### src/rtl/id_ex_pkg.sv
// -----------------------------------------------------------------------------
// id_ex_pkg
// Shared definitions for the ID/EX pipeline register.
//   - CTRL_W and the bit positions of each field inside the packed control
//     bundle carried from decode to EX/MEM/WB.
//   - ALU_OP encodings shared by the decoder and the ALU control unit.
// Control bundle layout (MSB .. LSB):
//   [9] reg_write [8] mem_read [7] mem_write [6] mem_to_reg [5] branch
//   [4] alu_src   [3] reg_dst  [2:0] alu_op
// -----------------------------------------------------------------------------
package id_ex_pkg;

   localparam int CTRL_W          = 10;

   localparam int CTRL_REG_WRITE  = 9;
   localparam int CTRL_MEM_READ   = 8;
   localparam int CTRL_MEM_WRITE  = 7;
   localparam int CTRL_MEM_TO_REG = 6;
   localparam int CTRL_BRANCH     = 5;
   localparam int CTRL_ALU_SRC    = 4;
   localparam int CTRL_REG_DST    = 3;
   localparam int CTRL_ALU_OP_MSB = 2;
   localparam int CTRL_ALU_OP_LSB = 0;

   localparam int REG_IDX_W       = 5;

   typedef enum logic [2:0] {
      ALU_OP_ADD   = 3'd0,   // loads/stores/addi
      ALU_OP_SUB   = 3'd1,   // beq/bne compare
      ALU_OP_RTYPE = 3'd2,   // decode funct field
      ALU_OP_AND   = 3'd3,   // andi
      ALU_OP_OR    = 3'd4,   // ori
      ALU_OP_XOR   = 3'd5,   // xori
      ALU_OP_SLT   = 3'd6,   // slti
      ALU_OP_LUI   = 3'd7    // lui
   } alu_op_e;

endpackage

### src/rtl/id_ex_reg_if.sv
// -----------------------------------------------------------------------------
// id_ex_reg_if
// Bundle of all ID-side inputs and EX-side outputs of the ID/EX register.
// Signal suffixes are relative to the pipeline register itself:
//   *_i : driven by the ID stage / hazard control (hold, flush)
//   *_o : registered EX-stage copies plus stall_o and bubble_cnt_o
// Modports:
//   slave  : the pipeline register (id_ex_reg)
//   master : the surrounding datapath (drives *_i, observes *_o)
// -----------------------------------------------------------------------------
interface id_ex_reg_if #(
   parameter int DATA_W = 32,
   parameter int CTRL_W = 10,
   parameter int CNT_W  = 16
);
   logic              hold_i;
   logic              flush_i;
   logic              valid_i;
   logic [CTRL_W-1:0] ctrl_i;
   logic [DATA_W-1:0] pc4_i;
   logic [DATA_W-1:0] rs_data_i;
   logic [DATA_W-1:0] rt_data_i;
   logic [DATA_W-1:0] imm_i;
   logic [4:0]        rs_i;
   logic [4:0]        rt_i;
   logic [4:0]        rd_i;
   logic              zext_i;

   logic              valid_o;
   logic [CTRL_W-1:0] ctrl_o;
   logic [DATA_W-1:0] pc4_o;
   logic [DATA_W-1:0] rs_data_o;
   logic [DATA_W-1:0] rt_data_o;
   logic [DATA_W-1:0] imm_o;
   logic [4:0]        rs_o;
   logic [4:0]        rt_o;
   logic [4:0]        rd_o;
   logic              stall_o;
   logic [CNT_W-1:0]  bubble_cnt_o;

   modport slave (
      input  hold_i, flush_i, valid_i, ctrl_i, pc4_i, rs_data_i, rt_data_i,
             imm_i, rs_i, rt_i, rd_i, zext_i,
      output valid_o, ctrl_o, pc4_o, rs_data_o, rt_data_o, imm_o, rs_o, rt_o,
             rd_o, stall_o, bubble_cnt_o
   );

   modport master (
      output hold_i, flush_i, valid_i, ctrl_i, pc4_i, rs_data_i, rt_data_i,
             imm_i, rs_i, rt_i, rd_i, zext_i,
      input  valid_o, ctrl_o, pc4_o, rs_data_o, rt_data_o, imm_o, rs_o, rt_o,
             rd_o, stall_o, bubble_cnt_o
   );
endinterface

### src/rtl/id_ex_reg_hazard_detect.sv
// -----------------------------------------------------------------------------
// hazard_detect
// Purely combinational load-use detector. A load sitting in EX whose
// destination (rt) is a source of the valid instruction in ID forces a bubble.
// Register $0 is hard-wired to zero, so it can never create a dependency.
// Ports:
//   valid_ex_i    : EX entry is valid
//   mem_read_ex_i : EX entry is a load
//   rt_ex_i       : EX entry destination register (load target)
//   valid_id_i    : ID instruction is valid
//   rs_id_i/rt_id_i : ID source register indices
//   load_use_o    : hazard present this cycle
// -----------------------------------------------------------------------------
module hazard_detect
   import id_ex_pkg::*;
(
   input  logic                 valid_ex_i,
   input  logic                 mem_read_ex_i,
   input  logic [REG_IDX_W-1:0] rt_ex_i,
   input  logic                 valid_id_i,
   input  logic [REG_IDX_W-1:0] rs_id_i,
   input  logic [REG_IDX_W-1:0] rt_id_i,
   output logic                 load_use_o
);
   logic rt_nonzero;
   logic src_match;

   assign rt_nonzero = (rt_ex_i != '0);
   assign src_match  = (rt_ex_i == rs_id_i) || (rt_ex_i == rt_id_i);
   assign load_use_o = valid_ex_i & mem_read_ex_i & rt_nonzero & valid_id_i & src_match;
endmodule

### src/rtl/id_ex_reg.sv
// -----------------------------------------------------------------------------
// id_ex_reg
// ID/EX pipeline register with load-use bubble insertion, branch flush and
// downstream hold.
// Ports:
//   clk_i  : clock, rising-edge
//   rst_i  : asynchronous active-low reset, clears every register
//   bus    : id_ex_reg_if.slave -- ID-side inputs, EX-side registered outputs,
//            stall_o (freeze PC and IF/ID) and bubble_cnt_o (saturating)
// Edge priority: hold > flush > load-use bubble > normal load.
// Optional build macro IMM_ZEXT_EN: registers zext_i with the control bits and
// zero-extends the upper immediate half on load (andi/ori/xori).
// -----------------------------------------------------------------------------
module id_ex_reg #(
   parameter int DATA_W = 32,
   parameter int CTRL_W = 10,
   parameter int CNT_W  = 16
) (
   input logic      clk_i,
   input logic      rst_i,
   id_ex_reg_if.slave bus
);
   import id_ex_pkg::*;

   logic              valid_q,   valid_d;
   logic [CTRL_W-1:0] ctrl_q,    ctrl_d;
   logic [DATA_W-1:0] pc4_q,     pc4_d;
   logic [DATA_W-1:0] rs_data_q, rs_data_d;
   logic [DATA_W-1:0] rt_data_q, rt_data_d;
   logic [DATA_W-1:0] imm_q,     imm_d;
   logic [4:0]        rs_q,      rs_d;
   logic [4:0]        rt_q,      rt_d;
   logic [4:0]        rd_q,      rd_d;
   logic [CNT_W-1:0]  cnt_q,     cnt_d;
   logic              zext_q,    zext_d;

   logic              load_use;
   logic [DATA_W-1:0] imm_load;

   hazard_detect u_hazard (
      .valid_ex_i    (valid_q),
      .mem_read_ex_i (ctrl_q[CTRL_MEM_READ]),
      .rt_ex_i       (rt_q),
      .valid_id_i    (bus.valid_i),
      .rs_id_i       (bus.rs_i),
      .rt_id_i       (bus.rt_i),
      .load_use_o    (load_use)
   );

   // A flush kills the ID instruction anyway, so it must not also stall fetch.
   assign bus.stall_o = bus.hold_i | (load_use & ~bus.flush_i);

   // Immediate as it will be captured on a load edge.
   always_comb begin
      imm_load = bus.imm_i;
`ifdef IMM_ZEXT_EN
      if (bus.zext_i) begin
         imm_load[DATA_W-1:16] = '0;
      end
`endif
   end

   always_comb begin
      valid_d   = valid_q;
      ctrl_d    = ctrl_q;
      pc4_d     = pc4_q;
      rs_data_d = rs_data_q;
      rt_data_d = rt_data_q;
      imm_d     = imm_q;
      rs_d      = rs_q;
      rt_d      = rt_q;
      rd_d      = rd_q;
      cnt_d     = cnt_q;
      zext_d    = zext_q;

      if (bus.hold_i) begin
         // everything keeps its value, including the counter
      end else if (bus.flush_i) begin
         // Datapath fields load normally; with no valid/ctrl they are inert.
         valid_d   = 1'b0;
         ctrl_d    = '0;
         zext_d    = 1'b0;
         pc4_d     = bus.pc4_i;
         rs_data_d = bus.rs_data_i;
         rt_data_d = bus.rt_data_i;
         imm_d     = imm_load;
         rs_d      = bus.rs_i;
         rt_d      = bus.rt_i;
         rd_d      = bus.rd_i;
      end else if (load_use) begin
         // Bubble: the dependent instruction stays in ID and re-presents.
         valid_d = 1'b0;
         ctrl_d  = '0;
         zext_d  = 1'b0;
         if (cnt_q != '1) begin
            cnt_d = cnt_q + CNT_W'(1);
         end
      end else begin
         valid_d   = bus.valid_i;
         // Invalid entries carry no control so later stages never write.
         ctrl_d    = bus.valid_i ? bus.ctrl_i : '0;
         zext_d    = bus.valid_i & bus.zext_i;
         pc4_d     = bus.pc4_i;
         rs_data_d = bus.rs_data_i;
         rt_data_d = bus.rt_data_i;
         imm_d     = imm_load;
         rs_d      = bus.rs_i;
         rt_d      = bus.rt_i;
         rd_d      = bus.rd_i;
      end
   end

   always_ff @(posedge clk_i or negedge rst_i) begin
      if (!rst_i) begin
         valid_q   <= 1'b0;
         ctrl_q    <= '0;
         pc4_q     <= '0;
         rs_data_q <= '0;
         rt_data_q <= '0;
         imm_q     <= '0;
         rs_q      <= '0;
         rt_q      <= '0;
         rd_q      <= '0;
         cnt_q     <= '0;
         zext_q    <= 1'b0;
      end else begin
         valid_q   <= valid_d;
         ctrl_q    <= ctrl_d;
         pc4_q     <= pc4_d;
         rs_data_q <= rs_data_d;
         rt_data_q <= rt_data_d;
         imm_q     <= imm_d;
         rs_q      <= rs_d;
         rt_q      <= rt_d;
         rd_q      <= rd_d;
         cnt_q     <= cnt_d;
         zext_q    <= zext_d;
      end
   end

   // zext only shapes the captured immediate; the registered flag and, in the
   // default build, the input itself have no further consumer here.
   logic unused_zext;
`ifdef IMM_ZEXT_EN
   assign unused_zext = zext_q;
`else
   assign unused_zext = zext_q ^ bus.zext_i;
`endif

   assign bus.valid_o      = valid_q;
   assign bus.ctrl_o       = ctrl_q;
   assign bus.pc4_o        = pc4_q;
   assign bus.rs_data_o    = rs_data_q;
   assign bus.rt_data_o    = rt_data_q;
   assign bus.imm_o        = imm_q;
   assign bus.rs_o         = rs_q;
   assign bus.rt_o         = rt_q;
   assign bus.rd_o         = rd_q;
   assign bus.bubble_cnt_o = cnt_q;
endmodule

### src/flat_wrapper.sv
// flat-port wrapper written by rule: the top's interface ports become plain ports
module id_ex_reg_flat import id_ex_pkg::*;
#(
   parameter int DATA_W = 32,
   parameter int CTRL_W = 10,
   parameter int CNT_W  = 16
)
  (clk_i, rst_i, bus_hold_i, bus_flush_i, bus_valid_i, bus_ctrl_i, bus_pc4_i, bus_rs_data_i, bus_rt_data_i, bus_imm_i, bus_rs_i, bus_rt_i, bus_rd_i, bus_zext_i, bus_valid_o, bus_ctrl_o, bus_pc4_o, bus_rs_data_o, bus_rt_data_o, bus_imm_o, bus_rs_o, bus_rt_o, bus_rd_o, bus_stall_o, bus_bubble_cnt_o);
  id_ex_reg_if #(.DATA_W(DATA_W), .CTRL_W(CTRL_W), .CNT_W(CNT_W)) bus_i ();
  input logic clk_i;
  input logic rst_i;
  input wire logic [$bits(bus_i.hold_i)-1:0] bus_hold_i;
  input wire logic [$bits(bus_i.flush_i)-1:0] bus_flush_i;
  input wire logic [$bits(bus_i.valid_i)-1:0] bus_valid_i;
  input wire logic [$bits(bus_i.ctrl_i)-1:0] bus_ctrl_i;
  input wire logic [$bits(bus_i.pc4_i)-1:0] bus_pc4_i;
  input wire logic [$bits(bus_i.rs_data_i)-1:0] bus_rs_data_i;
  input wire logic [$bits(bus_i.rt_data_i)-1:0] bus_rt_data_i;
  input wire logic [$bits(bus_i.imm_i)-1:0] bus_imm_i;
  input wire logic [$bits(bus_i.rs_i)-1:0] bus_rs_i;
  input wire logic [$bits(bus_i.rt_i)-1:0] bus_rt_i;
  input wire logic [$bits(bus_i.rd_i)-1:0] bus_rd_i;
  input wire logic [$bits(bus_i.zext_i)-1:0] bus_zext_i;
  output wire logic [$bits(bus_i.valid_o)-1:0] bus_valid_o;
  output wire logic [$bits(bus_i.ctrl_o)-1:0] bus_ctrl_o;
  output wire logic [$bits(bus_i.pc4_o)-1:0] bus_pc4_o;
  output wire logic [$bits(bus_i.rs_data_o)-1:0] bus_rs_data_o;
  output wire logic [$bits(bus_i.rt_data_o)-1:0] bus_rt_data_o;
  output wire logic [$bits(bus_i.imm_o)-1:0] bus_imm_o;
  output wire logic [$bits(bus_i.rs_o)-1:0] bus_rs_o;
  output wire logic [$bits(bus_i.rt_o)-1:0] bus_rt_o;
  output wire logic [$bits(bus_i.rd_o)-1:0] bus_rd_o;
  output wire logic [$bits(bus_i.stall_o)-1:0] bus_stall_o;
  output wire logic [$bits(bus_i.bubble_cnt_o)-1:0] bus_bubble_cnt_o;
  assign bus_i.hold_i = bus_hold_i;
  assign bus_i.flush_i = bus_flush_i;
  assign bus_i.valid_i = bus_valid_i;
  assign bus_i.ctrl_i = bus_ctrl_i;
  assign bus_i.pc4_i = bus_pc4_i;
  assign bus_i.rs_data_i = bus_rs_data_i;
  assign bus_i.rt_data_i = bus_rt_data_i;
  assign bus_i.imm_i = bus_imm_i;
  assign bus_i.rs_i = bus_rs_i;
  assign bus_i.rt_i = bus_rt_i;
  assign bus_i.rd_i = bus_rd_i;
  assign bus_i.zext_i = bus_zext_i;
  assign bus_valid_o = bus_i.valid_o;
  assign bus_ctrl_o = bus_i.ctrl_o;
  assign bus_pc4_o = bus_i.pc4_o;
  assign bus_rs_data_o = bus_i.rs_data_o;
  assign bus_rt_data_o = bus_i.rt_data_o;
  assign bus_imm_o = bus_i.imm_o;
  assign bus_rs_o = bus_i.rs_o;
  assign bus_rt_o = bus_i.rt_o;
  assign bus_rd_o = bus_i.rd_o;
  assign bus_stall_o = bus_i.stall_o;
  assign bus_bubble_cnt_o = bus_i.bubble_cnt_o;
  id_ex_reg #(.DATA_W(DATA_W), .CTRL_W(CTRL_W), .CNT_W(CNT_W)) u_core (.clk_i(clk_i), .rst_i(rst_i), .bus(bus_i));
endmodule
### config.mk
export PLATFORM = sky130hd
export DESIGN_NAME = id_ex_reg_flat
export DESIGN_NICKNAME = d
export VERILOG_FILES = /design/src/rtl/id_ex_pkg.sv /design/src/rtl/id_ex_reg_if.sv /design/src/rtl/id_ex_reg_hazard_detect.sv /design/src/rtl/id_ex_reg.sv /design/src/flat_wrapper.sv
export SDC_FILE = /design/constraint.sdc
export NUM_CORES = 1
export LEC_CHECK = 0
export ABC_AREA = 1
export ABC_CLOCK_PERIOD_IN_PS = 1750
export BUFFER_PORTS_ARGS = -buffer_cell sky130_fd_sc_hd__buf_2
export CORE_UTILIZATION = 45
export DETAILED_ROUTE_END_ITERATION = 6
export PLACE_DENSITY = 0.77
export SLEW_MARGIN = 20
export SYNTH_ARGS = -nofsm -noshare
export SYNTH_HDL_FRONTEND = slang
export SYNTH_SLANG_ARGS = --single-unit
### constraint.sdc
create_clock -name clk_i -period 1.75 [get_ports clk_i]
set_input_delay 0.175 -clock clk_i [delete_from_list [all_inputs] [get_ports clk_i]]
set_output_delay 0.175 -clock clk_i [all_outputs]
set_load 0.03 [all_outputs]
; ---- Word level (Yosys, flattened, before mapping)
; Cells that the tools add are included.
[totals]
reg_bits = 170
latch_bits = 0
mem_bits_rw = 0
rom_bits = 0
out_inout_bits = 171
word_cells = 46
mem_count = 0
[classes]
addsub = 1
n_mul = 0
div_mod_pow = 0
n_lt_le_gt_ge = 0
eq_ne = 4
shift = 0
muxes = 19
bitwise = 8
n_reduce_logical = 4
[ops]
columns = cell, count
row1 = 2-to-1 mux 32 bit, 8
row2 = 2-to-1 mux 10 bit, 3
row3 = 2-to-1 mux 5 bit, 6
row4 = adder 16 x 1 -> 16 bit (second input constant), 1
row5 = != test 16 bit (second input constant), 1
row6 = equality test 5 bit, 2
row7 = AND 1 bit, 5
row8 = nonzero test 5 bit, 1
row9 = AND reduction 4 bit, 1
row10 = 2-to-1 mux 1 bit, 2
row11 = != test 2 bit (second input constant), 1
row12 = inverter 1 bit, 2
row13 = AND reduction 2 bit, 1
row14 = logical OR 1 bit, 1
row15 = bitwise OR 1 bit, 1

; ---- Depth between registers and ports, before layout
[depth]
ltp_word = 6
ltp_mapped = 13
ltp_nobuf = 10

; ---- Modules after synthesis
; From an unflattened synthesis, not the netlist that was laid out.
[unflattened]
cells_unflattened = 548
area_unflattened_um2 = 6974.2
[modules_own_cells]
columns = mod, n_inst, cells_each, area_each_um2
row1 = id_ex_reg, 1, 503, 6775.2
row2 = hazard_detect, 1, 45, 198.9

; ---- Least setup slack after synthesis
; OpenSTA, ideal clock, no wires.
[synth_path]
path_kind = register to register
from = reg u_core.cnt_q[1] (netlist: u_core.bus.bubble_cnt_o[1])
to = reg u_core.cnt_q[6] (netlist: u_core.bus.bubble_cnt_o[6])
setup_ns = 0.066
arrival_ns = 1.797
path_slack_ns = -0.112
stages_incl_launch_ff = 9
synth_period_minus_slack_ns = 1.862
path_cell_list = dfrtp_1 -> ha_1 -> inv_1 -> nor3_2 -> nand4_1 -> nand4_1 -> buf_2 -> nand2_1 -> nand2_1
[synth_between]
elab_chain_cells = 2
elab_cells_between_ends = 3
classes_between = 1 x add/sub / 1 x eq/ne / 1 x reduce/logical
[synth_rtl]
columns = item, line_no
row1 = from (decl), id_ex_reg.sv:34  ; logic [CNT_W-1:0] cnt_q, cnt_d;
row2 = from (signal assigned), id_ex_reg.sv:136  ; cnt_q <= cnt_d;
row3 = branches (longest 2 deep; another with adder 16 x 1 -> 16 bit), n/a
; Several ways; the timed one is not identified.
; A chain may end at the register's enable or synchronous reset.

; ---- Final worst setup path
[layout_path]
from = reg u_core.rt_q[0] (netlist: u_core.bus.rt_o[0])
to = reg u_core.imm_q[12] (netlist: u_core.bus.imm_o[12])
[layout_between]
elab_chain_cells = 6
elab_cells_between_ends = 9
classes_between = 3 x eq/ne / 3 x bitwise / 3 x reduce/logical
[layout_rtl]
columns = item, line_no
row1 = from (decl), id_ex_reg.sv:32  ; logic [4:0] rt_q, rt_d;
row2 = from (signal assigned), id_ex_reg.sv:134  ; rt_q <= rt_d;
row3 = nonzero test 5 bit, id_ex_reg_hazard_detect.sv:28  ; assign rt_nonzero = (rt_ex_i != '0);
row4 = AND 1 bit (2 in a row), id_ex_reg_hazard_detect.sv:30  ; assign load_use_o = valid_ex_i & mem_read_ex_i & rt_nonzero & valid_id_i & src_match;
row5 = AND 1 bit (*), id_ex_reg_hazard_detect.sv:30
row6 = != test 2 bit (no line) (*), n/a
row7 = AND reduction 2 bit (no line) (*), n/a
row8 = to (signal assigned), id_ex_reg.sv:132  ; imm_q <= imm_d;
row9 = to (decl), id_ex_reg.sv:30  ; logic [DATA_W-1:0] imm_q, imm_d;
; Mark *: on every way between the ends. The rest lies on a longest branch, timed or not.

==> out/metrics.cfg <==
[die]
coreArea_um2 = 15430
fp.dieH_um = 128.8
die_area_um2 = 16590
rows = 45
io-pin-count = 330
fp.dieW_um = 128.8
initial_core_util = 0.4690

[critical_path]
start_kind = flip-flop
cp-end-kind = flip-flop
crit_buf_inv = 4
cp.required_ns = 2.05
critPathMaxStageDelay_ns = 0.44
slowest_stage = dfrtp_2
crit_path_frequent_cell = nand2_1
crit_type = flip-flop to flip-flop
cp_top_family = simple AND/OR/NAND/NOR gates
crit_chain = nand2_1, inv_1, nor2_1, nor2_1, nand3_1, nand2_2, nand3b_1, nand2_4, buf_4, clkbuf_16, clkbuf_16, nand2_1, nand2_1
worst-endpoint-arrival_ns = 2.17
crit_fanout = 14

[timing]
tightest_slew_ns = 0.4063
grt_setup_unrepaired = true
fin_skew_ns = 0.01246
slew_headroom = 0.7285
drv_slew = 0
finalCritPeriodShare = 1.073
hold_viol = 0
setup_slack_ns = -0.1280
hold_slack_ns = 0.0008414
layout_min_cycle_time_ns = 1.878
setup_violations = 119
fmax_mhz = 532.5

[yosys]
yosys_warnings = 0
synth_top_family_by_area = simple AND/OR/NAND/NOR gates
synth_seq_cells = 170
synth_compound_area_frac = 0.002075
netlist_area_um2 = 7236
synthXorXnorAreaFrac = 0.01695
synth_top_cell_by_area = dfrtp_1
yosys.area_share.simple = 0.3389
synthMuxAreaShare = 0
synth_nets = 1017
synth_top_area_share = 0.5879
yosysUniqueCellTypes = 22
synth_area_per_cell_um2 = 8.443
synth_adder_area_share = 0.001729
ys_seq_area_frac = 0.5879
ys_top_cells_by_area = dfrtp_1, nand2_1, nand3_1
synthesis.instances = 857

[routing]
vias = 7938
drc = 0
wl_per_cell_um = 16.69
viasPerCell = 5.145
drt_wl_total_um = 25750
postRouteAntennaNets = 0
drt_iter0_markers = 605
first_pass_iters = 5

[grt]
antenna_found_initial = 0
grt_pass1_wl_um = 38090
grt_start_max_net_pins = 84
gr-usage-all-layers = 0.2968
overflow = 0
grt_pass1_vias = 7744

[placed_design]
place_area_um2 = 9288
portBuffers = 328
finalWeightedCongestion = 0.8155
dp_hpwl_um = 14970
dpl.cell_count = 1377

[clock_tree]
cts_tree = built
htreeDepth = 4
clockBufferDepth = 2
clk_pin_slew_ns = 0.06
cts_root_buf = clkbuf_16
cts.sinks = 170
clk_latency_ns = 0.43
cts_buffers = 17

[min_path]
hold_path.class = input pin to flip-flop

[cells_and_area]
drive_above_1_share = 0.3138
stdcell_count = 1543
final_nets = 1476
post-route-cell-area_um2 = 11350
area_growth_pct = 56.86
ff_latch_area_um2 = 4262
nFillCells = 1031
multiInputGateArea_um2 = 2616

[power]
ir_drop_v = 0.0006013
p_per_area_nw_per_um2 = 932.9
p_leak_nw = 6.371

[outcome]
violations = negative setup slack
status = finished, violations left

[run]
maxCapViolCount = 0

[final cells by class]
| class | count | area share |
|---|---|---|
| flip-flops and latches | 170 | 0.3755 |
| repair buffers | 493 | 0.3067 |
| multi-input cells | 608 | 0.2305 |
| clock buffers | 20 | 0.04024 |
| well taps | 211 | 0.02326 |
| clock inverters | 12 | 0.01433 |
| inverters | 26 | 0.008819 |
| diodes | 3 | 0.0006615 |
[power by group]
| part | internal [mW] | switching [mW] |
|---|---|---|
| sequential | 4.25 | 0.185 |
| combinational | 0.799 | 1.40 |
| clock | 2.34 | 1.61 |
| total | 7.39 | 3.20 |
[cells by family (layout without fill, tap and decap cells)]
| group | count (synthesis) | in the layout |
|---|---|---|
| compound gates | 3 | 3 |
| xor+xnor | 14 | 14 |
| fa+ha+maj | 1 | 1 |
| buf+inv | 79 | 551 |
| other cells | 0 | 3 |
| simple gates | 590 | 590 |
| flops | 170 | 170 |
[path summary, 6_finish.rpt]
| kind | endpoint | start | cells after the start | slack (ns) |
|---|---|---|---|---|
| setup / recovery | u_core.bus.imm_o[12] | u_core.bus.rt_o[0] | 13 | -0.13 |
| hold / removal | u_core.bus.rt_data_o[14] | bus_rt_data_i[14] | 3 | 0.0008 |
| setup reg to reg | u_core.bus.imm_o[12] | u_core.bus.rt_o[0] | 13 | -0.13 |
| hold reg to reg | u_core.bus.pc4_o[1] | u_core.bus.pc4_o[1] | 2 | 0.47 |
| max in group asynchronous | u_core.bus.rt_o[2] | rst_i | 3 | 0.91 |
| min in group asynchronous | u_core.bus.bubble_cnt_o[5] | rst_i | 2 | 0.18 |
[Yosys cell counts, drive strengths merged]
cell and n:
nor3b 1, ha 1, o21ai 3, nand2 398, dfrtp 170, nand3 161, nor4 1, xor2 8
inv 26, nand3b 1, nand4 3, nor3 5, xnor2 6, clkbuf 15, nor2 20, buf 38
[placed cells by master (no fill, tap or decap), drive strengths merged]
master | synthesis | final
nand2 | 398 | 398
buf | 38 | 368
dfrtp | 170 | 170
nand3 | 161 | 161
dlygate4sd3 | 0 | 121
inv | 26 | 29
clkbuf | 15 | 24
nor2 | 20 | 20
xor2 | 8 | 8
xnor2 | 6 | 6
nor3 | 5 | 5
clkinvlp | 0 | 4
diode | 0 | 3
nand4 | 3 | 3
bufinv | 0 | 3
o21ai | 3 | 3
clkinv | 0 | 2
nand3b | 1 | 1
nor3b | 1 | 1
nor4 | 1 | 1
ha | 1 | 1
[sequential cells by signal (all words and copies together), names as in the netlist]
signal,cells
u_core.bus.valid_o,1
u_core.bus.imm_o,32
u_core.bus.rs_data_o,32
u_core.bus.pc4_o,32
u_core.bus.rt_o,5
u_core.bus.rs_o,5
u_core.bus.rt_data_o,32
u_core.bus.bubble_cnt_o,16
u_core.bus.rd_o,5
u_core.bus.ctrl_o,10
[per-layer routing]
layer  GRT usage  share of wire  vias to the layer above
li1            -              -                     3638
met1      0.3349           0.38                     3775
met2      0.5065           0.50                      420
met3     0.08358          0.079                      105
met4      0.1689          0.044                        0
met5           0              0                        -
[stage by stage]
stage                 util  setup slack (ns)  power, mW  TNS (ns)
detailed placement  0.6020          -0.01440      6.350   -0.1221
finish              0.7357           -0.1280      10.59    -4.624
floorplan                -           0.04273      5.578         0
global route        0.7352           -0.2386      10.95    -20.71
CTS                 0.7230           -0.1588      10.49    -11.84
global placement    0.6020           0.03902      6.307         0
[worst min-delay path, delay by kind of cell]
family,cells,cell delay [ns]
and+or+nand+nor,2,0.13
buffers and inverters,1,0.09
[repair_timing]
item | in CTS | in global routing
setup buffers | 4 | 2
hold endpoints to repair | 263 | 0
gates cloned | 0 | 4
pin swaps | 6 | 9
gates resized for setup | 2 | 19
hold buffers | 121 | 0
setup endpoints to repair | 48 | 148
(Power assumes the default switching activity.)
